===== src/rtl/mem_stage_if.sv =====
// Bundle of EX->MEM, data-bus response and MEM->WB signals around mem_stage.
// slave is the stage's own view; master is the surrounding pipeline's view.
interface mem_stage_if #(
  parameter int SIDE_W = 48
);
  logic              es_to_ms_valid;
  logic              ms_allowin;
  logic [31:0]       es_pc;
  logic [4:0]        es_dest;
  logic [3:0]        es_gr_strb;
  logic [31:0]       es_alu_result;
  logic [2:0]        es_load_op;
  logic              es_mem_req;
  logic              es_ex;
  logic [4:0]        es_excode;
  logic [31:0]       es_badvaddr;
  logic [SIDE_W-1:0] es_side;
  logic              es_killed_pending;
  logic              data_data_ok;
  logic [31:0]       data_rdata;
  logic              ws_allowin;
  logic              ws_do_flush;
  logic              ms_to_ws_valid;
  logic [31:0]       ms_pc;
  logic [4:0]        ms_dest;
  logic [3:0]        ms_gr_strb;
  logic [31:0]       ms_final_result;
  logic              ms_ex;
  logic [4:0]        ms_excode;
  logic [31:0]       ms_badvaddr;
  logic [SIDE_W-1:0] ms_side;
  logic [4:0]        ms_rf_dest;
  logic              ms_res_ready;
  logic              ms_ex_block;

  modport slave (
    input  es_to_ms_valid, es_pc, es_dest, es_gr_strb, es_alu_result, es_load_op,
           es_mem_req, es_ex, es_excode, es_badvaddr, es_side, es_killed_pending,
           data_data_ok, data_rdata, ws_allowin, ws_do_flush,
    output ms_allowin, ms_to_ws_valid, ms_pc, ms_dest, ms_gr_strb, ms_final_result,
           ms_ex, ms_excode, ms_badvaddr, ms_side, ms_rf_dest, ms_res_ready, ms_ex_block
  );

  modport master (
    output es_to_ms_valid, es_pc, es_dest, es_gr_strb, es_alu_result, es_load_op,
           es_mem_req, es_ex, es_excode, es_badvaddr, es_side, es_killed_pending,
           data_data_ok, data_rdata, ws_allowin, ws_do_flush,
    input  ms_allowin, ms_to_ws_valid, ms_pc, ms_dest, ms_gr_strb, ms_final_result,
           ms_ex, ms_excode, ms_badvaddr, ms_side, ms_rf_dest, ms_res_ready, ms_ex_block
  );
endinterface


===== src/rtl/mem_stage.sv =====
// MEM pipeline stage: 1 cycle for ALU ops, loads/stores complete on data_ok (>=1 cycle);
// stalls EX via ms_allowin while a response is owed or WB stalls; drops responses of flushed ops.
module mem_stage #(
  parameter int SIDE_W = 48
) (
  input logic         clk,
  input logic         reset,
  mem_stage_if.slave  bus
);
  logic              ms_valid;
  logic              ms_wait;
  logic              buf_valid;
  logic [31:0]       buf_data;
  logic [1:0]        drop_cnt;
  logic [31:0]       pc_q;
  logic [4:0]        dest_q;
  logic [3:0]        gr_strb_q;
  logic [31:0]       alu_q;
  logic [2:0]        load_op_q;
  logic              ex_q;
  logic [4:0]        excode_q;
  logic [31:0]       badvaddr_q;
  logic [SIDE_W-1:0] side_q;

  logic        drop_hit;
  logic        resp_ok;
  logic        ready_go;
  logic        allowin;
  logic        capture;
  logic [1:0]  drop_next;
  logic [31:0] load_word;
  logic [7:0]  ld_byte;
  logic [15:0] ld_half;
  logic [31:0] final_result;

  assign drop_hit = bus.data_data_ok && (drop_cnt != 2'd0);
  assign resp_ok  = bus.data_data_ok && (drop_cnt == 2'd0);
  assign ready_go = !ms_wait || resp_ok;
  assign allowin  = !ms_valid || (ready_go && bus.ws_allowin);
  assign capture  = bus.es_to_ms_valid && allowin && !bus.ws_do_flush;

  // A response eaten by a pending drop still leaves the killed op's own response owed.
  always_comb begin
    drop_next = drop_cnt - {1'b0, drop_hit};
    if (bus.ws_do_flush) begin
      drop_next = drop_next + {1'b0, ms_wait && !resp_ok} + {1'b0, bus.es_killed_pending};
    end
  end

  always_comb begin
    load_word = buf_valid ? buf_data : bus.data_rdata;
    case (alu_q[1:0])
      2'd0:    ld_byte = load_word[7:0];
      2'd1:    ld_byte = load_word[15:8];
      2'd2:    ld_byte = load_word[23:16];
      default: ld_byte = load_word[31:24];
    endcase
    ld_half = alu_q[1] ? load_word[31:16] : load_word[15:0];
    case (load_op_q)
      3'd1:    final_result = {{24{ld_byte[7]}}, ld_byte};
      3'd2:    final_result = {24'd0, ld_byte};
      3'd3:    final_result = {{16{ld_half[15]}}, ld_half};
      3'd4:    final_result = {16'd0, ld_half};
      3'd5:    final_result = load_word;
      default: final_result = alu_q;
    endcase
  end

  always_ff @(posedge clk or posedge reset) begin
    if (reset) begin
      ms_valid  <= 1'b0;
      ms_wait   <= 1'b0;
      buf_valid <= 1'b0;
      buf_data  <= 32'd0;
      drop_cnt  <= 2'd0;
    end else begin
      drop_cnt <= drop_next;
      if (bus.ws_do_flush) begin
        ms_valid  <= 1'b0;
        ms_wait   <= 1'b0;
        buf_valid <= 1'b0;
      end else if (allowin) begin
        ms_valid  <= bus.es_to_ms_valid;
        ms_wait   <= bus.es_to_ms_valid && bus.es_mem_req && !bus.es_ex;
        buf_valid <= 1'b0;
      end else if (resp_ok && ms_wait) begin
        // Response arrived while WB is stalled: hold it until the transfer.
        ms_wait   <= 1'b0;
        buf_valid <= 1'b1;
        buf_data  <= bus.data_rdata;
      end
    end
  end

  always_ff @(posedge clk or posedge reset) begin
    if (reset) begin
      pc_q       <= 32'd0;
      dest_q     <= 5'd0;
      gr_strb_q  <= 4'd0;
      alu_q      <= 32'd0;
      load_op_q  <= 3'd0;
      ex_q       <= 1'b0;
      excode_q   <= 5'd0;
      badvaddr_q <= 32'd0;
      side_q     <= '0;
    end else if (capture) begin
      pc_q       <= bus.es_pc;
      dest_q     <= bus.es_dest;
      gr_strb_q  <= bus.es_gr_strb;
      alu_q      <= bus.es_alu_result;
      load_op_q  <= bus.es_load_op;
      ex_q       <= bus.es_ex;
      excode_q   <= bus.es_excode;
      badvaddr_q <= bus.es_badvaddr;
      side_q     <= bus.es_side;
    end
  end

  assign bus.ms_allowin      = allowin;
  assign bus.ms_to_ws_valid  = ms_valid && ready_go && !bus.ws_do_flush;
  assign bus.ms_pc           = pc_q;
  assign bus.ms_dest         = dest_q;
  assign bus.ms_gr_strb      = gr_strb_q;
  assign bus.ms_final_result = final_result;
  assign bus.ms_ex           = ex_q;
  assign bus.ms_excode       = excode_q;
  assign bus.ms_badvaddr     = badvaddr_q;
  assign bus.ms_side         = side_q;
  assign bus.ms_rf_dest      = ms_valid ? dest_q : 5'd0;
  assign bus.ms_res_ready    = ms_valid && ready_go;
  assign bus.ms_ex_block     = ms_valid && ex_q;
endmodule


===== src/flat_wrapper.sv =====
// flat-port wrapper written by rule: the top's interface ports become plain ports
module mem_stage_flat 
#(
  parameter int SIDE_W = 48
)
  (clk, reset, bus_es_to_ms_valid, bus_es_pc, bus_es_dest, bus_es_gr_strb, bus_es_alu_result, bus_es_load_op, bus_es_mem_req, bus_es_ex, bus_es_excode, bus_es_badvaddr, bus_es_side, bus_es_killed_pending, bus_data_data_ok, bus_data_rdata, bus_ws_allowin, bus_ws_do_flush, bus_ms_allowin, bus_ms_to_ws_valid, bus_ms_pc, bus_ms_dest, bus_ms_gr_strb, bus_ms_final_result, bus_ms_ex, bus_ms_excode, bus_ms_badvaddr, bus_ms_side, bus_ms_rf_dest, bus_ms_res_ready, bus_ms_ex_block);
  mem_stage_if #(.SIDE_W(SIDE_W)) bus_i ();
  input logic clk;
  input logic reset;
  input wire logic [$bits(bus_i.es_to_ms_valid)-1:0] bus_es_to_ms_valid;
  input wire logic [$bits(bus_i.es_pc)-1:0] bus_es_pc;
  input wire logic [$bits(bus_i.es_dest)-1:0] bus_es_dest;
  input wire logic [$bits(bus_i.es_gr_strb)-1:0] bus_es_gr_strb;
  input wire logic [$bits(bus_i.es_alu_result)-1:0] bus_es_alu_result;
  input wire logic [$bits(bus_i.es_load_op)-1:0] bus_es_load_op;
  input wire logic [$bits(bus_i.es_mem_req)-1:0] bus_es_mem_req;
  input wire logic [$bits(bus_i.es_ex)-1:0] bus_es_ex;
  input wire logic [$bits(bus_i.es_excode)-1:0] bus_es_excode;
  input wire logic [$bits(bus_i.es_badvaddr)-1:0] bus_es_badvaddr;
  input wire logic [$bits(bus_i.es_side)-1:0] bus_es_side;
  input wire logic [$bits(bus_i.es_killed_pending)-1:0] bus_es_killed_pending;
  input wire logic [$bits(bus_i.data_data_ok)-1:0] bus_data_data_ok;
  input wire logic [$bits(bus_i.data_rdata)-1:0] bus_data_rdata;
  input wire logic [$bits(bus_i.ws_allowin)-1:0] bus_ws_allowin;
  input wire logic [$bits(bus_i.ws_do_flush)-1:0] bus_ws_do_flush;
  output wire logic [$bits(bus_i.ms_allowin)-1:0] bus_ms_allowin;
  output wire logic [$bits(bus_i.ms_to_ws_valid)-1:0] bus_ms_to_ws_valid;
  output wire logic [$bits(bus_i.ms_pc)-1:0] bus_ms_pc;
  output wire logic [$bits(bus_i.ms_dest)-1:0] bus_ms_dest;
  output wire logic [$bits(bus_i.ms_gr_strb)-1:0] bus_ms_gr_strb;
  output wire logic [$bits(bus_i.ms_final_result)-1:0] bus_ms_final_result;
  output wire logic [$bits(bus_i.ms_ex)-1:0] bus_ms_ex;
  output wire logic [$bits(bus_i.ms_excode)-1:0] bus_ms_excode;
  output wire logic [$bits(bus_i.ms_badvaddr)-1:0] bus_ms_badvaddr;
  output wire logic [$bits(bus_i.ms_side)-1:0] bus_ms_side;
  output wire logic [$bits(bus_i.ms_rf_dest)-1:0] bus_ms_rf_dest;
  output wire logic [$bits(bus_i.ms_res_ready)-1:0] bus_ms_res_ready;
  output wire logic [$bits(bus_i.ms_ex_block)-1:0] bus_ms_ex_block;
  assign bus_i.es_to_ms_valid = bus_es_to_ms_valid;
  assign bus_i.es_pc = bus_es_pc;
  assign bus_i.es_dest = bus_es_dest;
  assign bus_i.es_gr_strb = bus_es_gr_strb;
  assign bus_i.es_alu_result = bus_es_alu_result;
  assign bus_i.es_load_op = bus_es_load_op;
  assign bus_i.es_mem_req = bus_es_mem_req;
  assign bus_i.es_ex = bus_es_ex;
  assign bus_i.es_excode = bus_es_excode;
  assign bus_i.es_badvaddr = bus_es_badvaddr;
  assign bus_i.es_side = bus_es_side;
  assign bus_i.es_killed_pending = bus_es_killed_pending;
  assign bus_i.data_data_ok = bus_data_data_ok;
  assign bus_i.data_rdata = bus_data_rdata;
  assign bus_i.ws_allowin = bus_ws_allowin;
  assign bus_i.ws_do_flush = bus_ws_do_flush;
  assign bus_ms_allowin = bus_i.ms_allowin;
  assign bus_ms_to_ws_valid = bus_i.ms_to_ws_valid;
  assign bus_ms_pc = bus_i.ms_pc;
  assign bus_ms_dest = bus_i.ms_dest;
  assign bus_ms_gr_strb = bus_i.ms_gr_strb;
  assign bus_ms_final_result = bus_i.ms_final_result;
  assign bus_ms_ex = bus_i.ms_ex;
  assign bus_ms_excode = bus_i.ms_excode;
  assign bus_ms_badvaddr = bus_i.ms_badvaddr;
  assign bus_ms_side = bus_i.ms_side;
  assign bus_ms_rf_dest = bus_i.ms_rf_dest;
  assign bus_ms_res_ready = bus_i.ms_res_ready;
  assign bus_ms_ex_block = bus_i.ms_ex_block;
  mem_stage #(.SIDE_W(SIDE_W)) u_core (.clk(clk), .reset(reset), .bus(bus_i));
endmodule

===== config.mk =====
export PLATFORM = sky130hd
export DESIGN_NAME = mem_stage_flat
export DESIGN_NICKNAME = d
export VERILOG_FILES = /design/src/rtl/mem_stage_if.sv /design/src/rtl/mem_stage.sv /design/src/flat_wrapper.sv
export SDC_FILE = /design/constraint.sdc
export NUM_CORES = 1
export LEC_CHECK = 0
export ABC_AREA = 1
export BUFFER_PORTS_ARGS = -buffer_cell sky130_fd_sc_hd__buf_4
export CAP_MARGIN = 20
export CORE_UTILIZATION = 30
export DETAILED_ROUTE_END_ITERATION = 7
export GPL_TIMING_DRIVEN = 0
export PLACE_DENSITY = 0.63
export SLEW_MARGIN = 20
export SYNTH_ARGS = -nofsm -noshare
export SYNTH_HDL_FRONTEND = slang
export SYNTH_SLANG_ARGS = --single-unit
export TNS_END_PERCENT = 50

===== constraint.sdc =====
create_clock -name clk -period 6.05 [get_ports clk]
set_clock_uncertainty 0.2 [all_clocks]
set_input_delay 0.9075 -clock clk [delete_from_list [all_inputs] [get_ports clk]]
set_output_delay 0.9075 -clock clk [all_outputs]
set_load 0.01 [all_outputs]

-- Word-level counts from Yosys, hierarchy flattened
Cells that the tools add are included.
- flip-flop bits (word level): 199
- input port bits: 202
- output and inout port bits: 168
- word-level logic and storage cells: 65
- add/subtract/negate cells: 3
- equal/unequal tests: 7
- muxes and demuxes: 14
- bitwise gates (word level): 2
- reduce and logical (&&, ||, !) cells: 25
- operators by type and width (cell ; count):
    32-bit case mux with 5 select lines ; 1
    32-bit two-way mux ; 1
    8-bit case mux with 3 select lines ; 1
    16-bit two-way mux ; 1
    1-bit logical AND ; 12
    1-bit two-way mux ; 8
    3-bit by 2-bit equality test with 1-bit output, second input constant ; 2
    3-bit equality test, second input constant ; 2
    1-bit zero test ; 5
    5-bit two-way mux ; 1
    2-bit by 1-bit adder with 2-bit output ; 2
    2-bit zero test ; 2
    2-bit nonzero test ; 2
    3-bit by 1-bit equality test with 1-bit output, second input constant ; 1
    3-bit AND reduction ; 1
    3-bit nonzero test ; 1
    2-bit by 1-bit equality test with 1-bit output, second input constant ; 1
    2-bit equality test, second input constant ; 1
    1-bit logical OR ; 2
    2-bit two-way mux ; 1
    1-bit inverter ; 2
    2-bit by 1-bit subtractor with 2-bit output ; 1

-- Depth between registers and ports, before layout
- word-level depth: 7
- depth in mapped cells: 10

-- Worst setup path before layout
Ideal clock, no wire load.
- path type: input-to-output
- start point: in bus_data_rdata[31]
- end point: out bus_ms_final_result[16]
- arrival time: 1.738 ns
- setup slack: 3.204 ns
- cell stages on the path: 6
- cells stage by stage: inv_1 o21ai_2 or2_1 nand4_4 buf_6 nand3_1
- longest elaborated chain between the ends: 3
- elaborated cells on any way between the ends: 4
- those cells by class: mux: 4
- RTL lines (what ; line ; RTL):
    from (decl) ; flat_wrapper.sv:23 ; input wire logic [$bits(bus_i.data_rdata)-1:0] bus_data_rdata;
    32-bit two-way mux (*) ; mem_stage.sv:51 ; load_word = buf_valid ? buf_data : bus.data_rdata;
    8-bit case mux with 3 select lines / 16-bit two-way mux (equally long branches) ; mem_stage.sv:52, mem_stage.sv:58 ;
    32-bit case mux with 5 select lines (*) ; mem_stage.sv:59 ; case (load_op_q)
    to (decl) ; flat_wrapper.sv:31 ; output wire logic [$bits(bus_i.ms_final_result)-1:0] bus_ms_final_result;
Mark *: on every way between the ends. The rest lies on a longest branch, timed or not.

-- Worst setup path after layout
- start point: reg u_core.buf_valid
- end point: out bus_ms_final_result[5]
- longest elaborated chain between the ends: 3
- elaborated cells on any way between the ends: 4
- those cells by class: mux: 4
- RTL lines (what ; line ; RTL):
    from (decl) ; mem_stage.sv:12 ; logic buf_valid;
    from (signal assigned) ; mem_stage.sv:73 ; buf_valid <= 1'b0;
    from (signal assigned) ; mem_stage.sv:81 ; buf_valid <= 1'b0;
    from (signal assigned) ; mem_stage.sv:85 ; buf_valid <= 1'b0;
    32-bit two-way mux (*) ; mem_stage.sv:51 ;
    8-bit case mux with 3 select lines / 16-bit two-way mux (equally long branches) ; mem_stage.sv:52, mem_stage.sv:58 ;
    32-bit case mux with 5 select lines (*) ; mem_stage.sv:59 ;
Marks and branches as above.

==> impl_metrics.yaml <==
finish:
  design.final.nets: 1828
  areaGrowthSynthToFinish_pct: 41.9
  drive_above_1_share_pct: 29.8
  regArea_um2: 4980
  fillers: 3217
  multi_input_gate_area_in_the_final_layout_um2: 3840
  final_cell_area_um2: 13700
critical_path:
  critPathRequiredTime_ns: 4.94
  worst_path_dominant_cell_family: "compound AO/OA/AOI/OAI gates"
  timing.rr.start: "u_core.drop_cnt[1]$_DFF_PP0_"
  worst_r2r_path_depth: 6
  register_to_register_setup_slack_ns: 4.02
  startpoint_type_of_the_worst_setup_path: "flop"
  criticalPathCategory: "flop to primary output"
  crit_path_cell_trace: "buf_6, buf_6, o21ai_0, or2_2, nand2_1, inv_1, nand2_1, a21oi_1, buf_4"
  capture_instance_of_the_worst_register_to_register_path: "u_core.drop_cnt[1]$_DFF_PP0_"
  cp_num_buf_inv: 4
  crit_path_end_kind: "primary output"
  timing.critical_path.slowest_stage_cell: "sky130_fd_sc_hd__o21ai_0"
  worst-endpoint-arrival_ns: 2.46
  max_stage_delay_ns: 0.53
  maximum_fanout_along_the_worst_path: 10
  crit_cells: 9
cts:
  cells_resized_by_post_cts_repair: 0
  cts.root.buffer_cell: "sky130_fd_sc_hd__clkbuf_16"
  h-tree-depth: 4
  postCtsSetupRepairBufs: 0
  tritoncts_num_sinks: 199
  longest_clk_path_bufs: 2
  cts_inserted_buffers: 17
  cts_tree: "done"
  insertion_delay_ns: 0.45
  cts_hold_repair.buffers: 0
  clk_transition_reported_paths_ns: 0.08
placement:
  place_hpwl_mm: 27.1
  dp_worst_setup_slack_ns: 2.48
  routability_cong: 0.928
  placed_area_um2: 13000
  count_of_port_buffers_added_during_placement: 369
global_route:
  grt-ovfl-total: 0
  grt_pass1_vias: 9787
  grt_util_all_layers_pct: 21.6
  grt_antenna_before_repair: 3
  grt_first_pass_wirelength_mm: 54.4
  largest_net_degree_at_the_start_of_global_routing: 33
sta:
  finalSetupViolations: 0
  worst_setup_margin_ns: 2.48
  tightest_slew_ns: 0.858
  fin_max_slew_vios: 0
  grt_setup_unrepaired: "no"
  fin_setup_tns_ns: 0
  hold_violation_total_from_the_final_report: 0
  min_period_over_period_pct: 59.0
  slew-limit-headroom_pct: 42.8
  post-route-min-period_ns: 3.57
  fmax_ghz: 0.280
floorplan:
  placeableCoreArea_um2: 31600
  initial_core_util_pct: 30.5
  boundaryPins: 370
  dieWidth_um: 181
  die_area_um2: 32900
  num_rows: 65
  die_y_um: 181
yosys:
  netlist-cell-type-count: 33
  postSynthCellCount: 1230
  postSynthRegisterBits: 199
  synth_warnings: 0
  syn-mean-instance-area_um2: 7.84
  syn_nets: 1434
  seq_area_frac_synth_pct: 51.6
  syn-cell-area_um2: 9650
drt:
  detailroute.via_count: 9604
  drt_iter0_drc: 683
  route.antenna.remaining_nets: 0
  route.detailed.vias_per_inst: 4.70
  wl_per_instance_um: 17.1
  drc_markers: 0
  total_detailed_routing_wirelength_mm: 35.0
  drt_pass1_iterations: 5
hold_path:
  hp-class: "primary input to asynchronous set/reset pin"
status:
  outcome: "finished, final reports clean"
power_and_ir_drop:
  p_seq_share_pct: 39.6
  p_leak_nw: 7.51
  combinationalPowerShare_pct: 29.4
  net-switching-power_mw: 1.35
  power_density_nw_per_um2: 301
  design_power_total_mw: 4.12
  clockPowerShare_pct: 31.0
  swShare_pct: 32.7
  vdd_drop_max_mv: 0.197
  internal-power_mw: 2.77
flow_run:
  maxCapViolCount: 0
power by group through the flow:
stage | registers, mW | clock network, mW | logic (mW)
CTS | 1.63 | 1.31 | 1.22
floorplan | 1.70 | 0 | 0.520
global placement | 1.65 | 0 | 1.19
finish | 1.63 | 1.28 | 1.21
global route | 1.65 | 1.35 | 1.33
detailed placement | 1.65 | 0 | 1.22
routing by layer:
| layer | track usage, % | share of wire [%] | vias up |
|---|---|---|---|
| met5 | 0 | 0.037 | - |
| met4 | 6.81 | 2.2 | 2 |
| met3 | 6.09 | 7.0 | 49 |
| met2 | 37.1 | 49 | 332 |
| met1 | 26.0 | 41 | 4529 |
| li1 | - | - | 4692 |
logic make-up (layout without fill, tap and decap cells):
group                    Yosys count  after routing  synth area share (%)
other                              0              3                     0
AND/OR/NAND/NOR                  754            754                  33.2
buffers and inverters            161            568                  8.56
AO/OA/AOI/OAI                    111            111                  6.00
adder cells (fa/ha/maj)            2              2                 0.337
flip-flops                       199            199                  51.6
multiplexers                       1              1                 0.104
XOR/XNOR                           2              2                 0.182
cells in the final DEF, fill, tap and decap left out, types with 3 or more instances in the layout:
master                         n
sky130_fd_sc_hd__nand2_1     513
sky130_fd_sc_hd__buf_4       380
sky130_fd_sc_hd__nand3_1     206
sky130_fd_sc_hd__dfrtp_1     199
sky130_fd_sc_hd__inv_1        72
sky130_fd_sc_hd__o21ai_0      62
sky130_fd_sc_hd__o21ai_1      34
sky130_fd_sc_hd__buf_2        30
sky130_fd_sc_hd__buf_6        19
sky130_fd_sc_hd__clkbuf_16    17
sky130_fd_sc_hd__clkbuf_1     16
sky130_fd_sc_hd__nor2_1       13
sky130_fd_sc_hd__a21oi_1      11
sky130_fd_sc_hd__buf_1         7
sky130_fd_sc_hd__or2_1         7
sky130_fd_sc_hd__inv_2         6
sky130_fd_sc_hd__buf_12        6
sky130_fd_sc_hd__bufinv_16     4
sky130_fd_sc_hd__inv_8         4
sky130_fd_sc_hd__diode_2       3
sky130_fd_sc_hd__nand3_2       3
sky130_fd_sc_hd__nand2_4       3
sky130_fd_sc_hd__clkinvlp_4    3
Yosys cell counts:
cell	instances	area share, %
sky130_fd_sc_hd__a21oi_1	11	0.57
sky130_fd_sc_hd__buf_1	7	0.27
sky130_fd_sc_hd__buf_2	30	1.6
sky130_fd_sc_hd__buf_4	11	0.86
sky130_fd_sc_hd__buf_6	19	2.2
sky130_fd_sc_hd__clkbuf_1	15	0.58
sky130_fd_sc_hd__dfrtp_1	199	52
sky130_fd_sc_hd__fa_1	1	0.21
sky130_fd_sc_hd__ha_1	1	0.13
sky130_fd_sc_hd__inv_1	73	2.8
sky130_fd_sc_hd__inv_2	6	0.23
sky130_fd_sc_hd__mux2i_1	1	0.10
sky130_fd_sc_hd__nand2_1	513	20
sky130_fd_sc_hd__nand2_2	1	0.065
sky130_fd_sc_hd__nand2_4	3	0.35
sky130_fd_sc_hd__nand3_1	206	11
sky130_fd_sc_hd__nand3_2	3	0.31
sky130_fd_sc_hd__nand4_1	1	0.065
sky130_fd_sc_hd__nand4_4	2	0.44
sky130_fd_sc_hd__nor2_1	13	0.51
sky130_fd_sc_hd__nor2_2	2	0.13
sky130_fd_sc_hd__nor2_4	1	0.12
sky130_fd_sc_hd__nor3_1	1	0.052
sky130_fd_sc_hd__o211ai_4	1	0.22
sky130_fd_sc_hd__o21a_1	1	0.078
sky130_fd_sc_hd__o21ai_0	62	3.2
sky130_fd_sc_hd__o21ai_1	34	1.8
sky130_fd_sc_hd__o21ai_2	1	0.091
sky130_fd_sc_hd__o22ai_1	1	0.065
sky130_fd_sc_hd__or2_1	7	0.45
sky130_fd_sc_hd__or2_2	1	0.065
sky130_fd_sc_hd__xnor2_1	1	0.091
sky130_fd_sc_hd__xor2_1	1	0.091
sequential cells by signal, indices dropped and copies added (netlist names):
register                flops
u_core.bus.ms_badvaddr     32
u_core.drop_cnt             2
u_core.load_op_q            3
u_core.bus.ms_dest          5
u_core.bus.ms_gr_strb       4
u_core.ms_valid             1
u_core.bus.ms_pc           32
u_core.bus.ms_ex            1
u_core.buf_data            32
u_core.bus.ms_side         48
u_core.alu_q               32
u_core.ms_wait              1
u_core.buf_valid            1
u_core.bus.ms_excode        5
metrics by stage:
stage                     instances  hold WS [ns]  util (%)
final                          2042         0.273      43.3
after floorplan                1230         0.242         -
after CTS                      2039         0.257      43.3
after global routing           2040         0.272      43.3
after global placement         2001         0.255      40.9
after detailed placement       2007         0.259      41.2
cell type report:
type / count / share of cell area [%]
timing repair buffer: 375 / 21.1
inverter: 79 / 2.19
clock inverter: 14 / 1.54
sequential: 199 / 36.4
antenna: 3 / 0.0548
tap: 402 / 3.67
buffer: 82 / 3.87
multi-input combinational: 870 / 28.1
clock buffer: 18 / 3.13
worst max-delay path by stage:
| stage | from | to | slack (ns) |
|---|---|---|---|
| after floorplan | reset | u_core.alu_q[0]$_DFFE_PP0P_ | 2.37 |
| after global placement | reset | u_core.bus.ms_pc[15]$_DFFE_PP0P_ | 0.94 |
| after detailed placement | bus_data_rdata[23] | bus_ms_final_result[11] | 2.48 |
| after CTS | bus_data_rdata[23] | bus_ms_final_result[11] | 2.48 |
| after global routing | u_core.buf_valid$_DFFE_PP0P_ | bus_ms_final_result[5] | 2.41 |
| final | u_core.buf_valid$_DFFE_PP0P_ | bus_ms_final_result[5] | 2.48 |
Power figures use the tool's default switching activity.
